`src/rtl/key_filter_if.sv`:
```
// Key filter signal bundle: raw key in, debounced edge pulse and level out.
interface key_filter_if;
    logic key_in;
    logic key_flag;
    logic key_value;

    modport master (output key_in, input key_flag, input key_value);
    modport slave  (input key_in, output key_flag, output key_value);
endinterface

```
`src/rtl/key_filter.sv`:
```
// Debounces an active-low mechanical key: two-flop synchronizer feeding a
// four-state filter FSM that emits a one-cycle flag per accepted edge.
module key_filter #(
    parameter int               CNT_W   = 20,
    parameter logic [CNT_W-1:0] CNT_MAX = 20'd999_999
) (
    input  logic         sys_clk,
    input  logic         sys_rst_n,
    key_filter_if.slave  key_bus
);

    typedef enum logic [1:0] {IDLE, FILT_DN, DOWN, FILT_UP} state_t;

    state_t           state, state_nxt;
    logic             ff1, key_sync;
    logic [CNT_W-1:0] cnt, cnt_nxt;
    logic             flag_q, flag_nxt;
    logic             value_q, value_nxt;
    logic             cnt_done;

    assign cnt_done = (cnt == CNT_MAX - 1'b1);

    always_ff @(posedge sys_clk) begin
        if (!sys_rst_n) begin
            ff1      <= 1'b1;
            key_sync <= 1'b1;
        end else begin
            ff1      <= key_bus.key_in;
            key_sync <= ff1;
        end
    end

    always_ff @(posedge sys_clk) begin
        if (!sys_rst_n) state <= IDLE;
        else            state <= state_nxt;
    end

    always_comb begin
        state_nxt = state;
        case (state)
            IDLE:    if (!key_sync) state_nxt = FILT_DN;
            FILT_DN: if (key_sync) state_nxt = IDLE;
                     else if (cnt_done) state_nxt = DOWN;
            DOWN:    if (key_sync) state_nxt = FILT_UP;
            FILT_UP: if (!key_sync) state_nxt = DOWN;
                     else if (cnt_done) state_nxt = IDLE;
            default: state_nxt = IDLE;
        endcase
    end

    // Counter is zero in stable states and on every state change, so it never wraps.
    always_comb begin
        cnt_nxt   = '0;
        flag_nxt  = 1'b0;
        value_nxt = value_q;
        case (state)
            FILT_DN: if (!key_sync) begin
                if (cnt_done) begin
                    flag_nxt  = 1'b1;
                    value_nxt = 1'b0;
                end else begin
                    cnt_nxt = cnt + 1'b1;
                end
            end
            FILT_UP: if (key_sync) begin
                if (cnt_done) begin
                    flag_nxt  = 1'b1;
                    value_nxt = 1'b1;
                end else begin
                    cnt_nxt = cnt + 1'b1;
                end
            end
            default: ;
        endcase
    end

    always_ff @(posedge sys_clk) begin
        if (!sys_rst_n) begin
            cnt     <= '0;
            flag_q  <= 1'b0;
            value_q <= 1'b1;
        end else begin
            cnt     <= cnt_nxt;
            flag_q  <= flag_nxt;
            value_q <= value_nxt;
        end
    end

    assign key_bus.key_flag  = flag_q;
    assign key_bus.key_value = value_q;

endmodule

```
`src/flat_wrapper.sv`:
```
// flat-port wrapper written by rule: the top's interface ports become plain ports
module key_filter_flat 
#(
    parameter int               CNT_W   = 20,
    parameter logic [CNT_W-1:0] CNT_MAX = 20'd999_999
)
  (sys_clk, sys_rst_n, key_bus_key_in, key_bus_key_flag, key_bus_key_value);
  key_filter_if key_bus_i ();
  input  logic sys_clk;
  input  logic sys_rst_n;
  input wire logic [$bits(key_bus_i.key_in)-1:0] key_bus_key_in;
  output wire logic [$bits(key_bus_i.key_flag)-1:0] key_bus_key_flag;
  output wire logic [$bits(key_bus_i.key_value)-1:0] key_bus_key_value;
  assign key_bus_i.key_in = key_bus_key_in;
  assign key_bus_key_flag = key_bus_i.key_flag;
  assign key_bus_key_value = key_bus_i.key_value;
  key_filter #(.CNT_W(CNT_W), .CNT_MAX(CNT_MAX)) u_core (.sys_clk(sys_clk), .sys_rst_n(sys_rst_n), .key_bus(key_bus_i));
endmodule
```
`config.mk`:
```
export PLATFORM = sky130hd
export DESIGN_NAME = key_filter_flat
export DESIGN_NICKNAME = d
export VERILOG_FILES = /design/src/rtl/key_filter_if.sv /design/src/rtl/key_filter.sv /design/src/flat_wrapper.sv
export SDC_FILE = /design/constraint.sdc
export NUM_CORES = 1
export LEC_CHECK = 0
export CORE_MARGIN = 3
export CORE_UTILIZATION = 60
export DETAILED_ROUTE_END_ITERATION = 7
export DONT_BUFFER_PORTS = 1
export GPL_ROUTABILITY_DRIVEN = 0
export PLACE_DENSITY = 0.86
export SYNTH_ARGS = -nofsm -noshare
export SYNTH_HDL_FRONTEND = slang
export SYNTH_SLANG_ARGS = --single-unit
```
`constraint.sdc`:
```
create_clock -name sys_clk -period 2.5 [get_ports sys_clk]
set_input_delay 0.5 -clock sys_clk [delete_from_list [all_inputs] [get_ports sys_clk]]
set_output_delay 0.5 -clock sys_clk [all_outputs]
set_load 0.01 [all_outputs]
```
==> metrics.yaml <==
final_layout:
  final_cells: 151
  layout_common_cells: "dfxtp_1 (26), nor2_1 (14), xor2_1 (9)"
  layout.nets: 132
  layout-drive-gt1-share_pct: 7.14
  antenna_cells: 0
  final_common_cell: "dfxtp_1"
  area_growth_pct: 5.93
  postLayoutCoreUtil_pct: 69.0
  fin_area_um2: 1230
  fill_cells: 143
synth:
  ys_warn_count: 0
  post_synth.cell_area_avg_um2: 9.29
  synth-edff-count: 0
  seq_area_frac_synth_pct: 44.8
  ys_ff_latch: 26
  yosysUniqueCellTypes: 30
  synth_ff_type: "dfxtp_1"
  synth_nets: 130
  async_flop_share_pct: 0
  syn_inst: 125
  netlist_area_um2: 1160
floorplan:
  dieArea_um2: 2500
  coreArea_um2: 1780
  io_pins: 5
  die_h_um: 50.0
  rows: 15
  start_util_pct: 65.1
  die_w_um: 50.0
drt:
  totalWireLength_mm: 2.02
  firstDrtPassIters: 4
  wl_per_cell_um: 13.4
  drtIter0Drc: 10
  ant_nets: 0
  vias: 871
  drc: 0
  via_per_inst: 5.77
placement:
  dp_hpwl_mm: 1.48
  io_buffer_count: 0
  dpl-instance-area_um2: 1180
  dpl_worst_slack_ps: 548
  dp.cells: 147
power:
  intPower_mw: 0.580
  clkPwrFrac_pct: 40.0
  peakVddDrop_mv: 0.414
  netSwitchingPower_mw: 0.121
  p_comb_share_pct: 0.4
  seq_power_share_pct: 59.6
  p_sw_share_pct: 17.3
  leakagePower_nw: 0.426
  power.density_nw_per_um2: 570
  finalPower_mw: 0.701
setup_path:
  worstSetupStartpointType: "flip-flop"
  worstSetupPathType: "flip-flop to flip-flop"
  worstPathRequired_ps: 2690
  worstPathMaxFanout: 20
  worstPathArrival_ps: 2130
  cp-end-kind: "flip-flop"
  worstReg2RegStart: "u_core.cnt[9]"
  rrSetupSlack_ps: 560
  r2r-end: "u_core.cnt[5]"
  reg2reg_depth: 4
global_routing:
  grt_use_total_pct: 18.6
  antenna_found_initial: 0
  grt_max_degree: 21
  gr-total-overflow: 0
  grt_pass1_vias: 832
  grt_pass1_wl_mm: 3.57
sta:
  rsz0062_at_grt: "false"
  worst_pin_slew_ps: 638
  period_share_pct: 77.7
  layout_min_cycle_time_ps: 1940
  tns_ps: 0
  fin_ws_ps: 558
  setup_violations: 0
  skew_ps: 1.84
  hold_violations: 0
  slew_viol_final: 0
  relSlewSlack_pct: 57.5
  max_freq_mhz: 515
  holdWs_ps: 247
worst_hold_path:
  hold_end: "u_core.key_sync"
  hold_depth: 1
  min_path_type: "input pin to flip-flop"
  hp-start: "sys_rst_n"
cts:
  cts_max_level: 1
  clk_pin_slew_ps: 130
  cts_root_buf: "clkbuf_4"
  cts_buffers: 3
  cts.sinks: 26
  ctsHoldBuffers: 0
  clk_latency_ps: 320
  cts_tree: "done"
  post_cts_buffers: 0
  clockBufferDepth: 2
  post_cts_resized: 0
status:
  status: "finished, final reports clean"
job:
  maxCapViolCount: 0
## kinds of logic after synthesis
| kind of cell | share of synthesized area [%] |
|---|---|
| flops | 44.8 |
| compound gates | 11.0 |
| simple gates | 30.4 |
| buf+inv | 2.59 |
| fa+ha+maj | 2.15 |
| xor+xnor | 9.05 |
## flip-flops by register name (all words and copies together) (netlist names), named ones only
| register | cells |
|---|---|
| u_core.cnt | 20 |
| u_core.ff1 | 1 |
| u_core.key_bus.key_flag | 1 |
| u_core.key_bus.key_value | 1 |
| u_core.key_sync | 1 |
| u_core.state | 1 |
## per-layer routing
metal,vias up,track usage (%),share of wire [%]
li1,456,-,-
met1,400,22.1,46
met2,11,32.4,49
met3,4,5.44,2.8
met4,0,4.15,1.3
met5,-,0,0
## power by group through the flow
stage / logic (mW) / registers [mW] / clock network [mW]
2_1_floorplan: 0.00256 / 0.427 / 0
3_3_place_gp: 0.00269 / 0.427 / 0
3_5_place_dp: 0.00291 / 0.427 / 0
4_1_cts: 0.00292 / 0.418 / 0.290
5_1_grt: 0.00342 / 0.418 / 0.302
6_report: 0.00285 / 0.418 / 0.280
## worst max path at each step
stage	from	to	slack [ps]	cells after the start
finish	u_core.cnt[9]	u_core.cnt[5]	560	4
global route	u_core.cnt[9]	u_core.cnt[5]	360	4
CTS	u_core.cnt[9]	u_core.cnt[5]	550	4
detailed placement	u_core.cnt[9]	u_core.cnt[5]	550	4
global placement	u_core.cnt[9]	u_core.cnt[7]	700	4
floorplan	u_core.cnt[0]	u_core.cnt[18]	940	5
## Yosys cell counts, types with 4 or more instances
cell type   n  area, um2
xor2_1      9       78.8
inv_1       4       15.0
nand3_1     7       35.0
nor2_1     14       52.6
nand4_1     6       37.5
nand2_1     6       22.5
dfxtp_1    26        521
a21oi_1     7       35.0
and2_1      4       25.0
or3_1       5       31.3
o21ai_0     5       25.0
## cell type report
class	count	area [um2]	area share (%)
multi-input cells	92	611	49.6
clock buffers	3	22.5	1.83
well taps	25	31.3	2.54
flip-flops and latches	26	520	42.3
inverters	4	15.0	1.22
clock inverters	1	30.0	2.44
## critical path, cell delays in order (launching register included)
cell     delay (ps)
dfxtp_1         490
nor4b_2         440
and2_1          220
a21o_1          530
nor2_1          130
(Power assumes the default switching activity.)
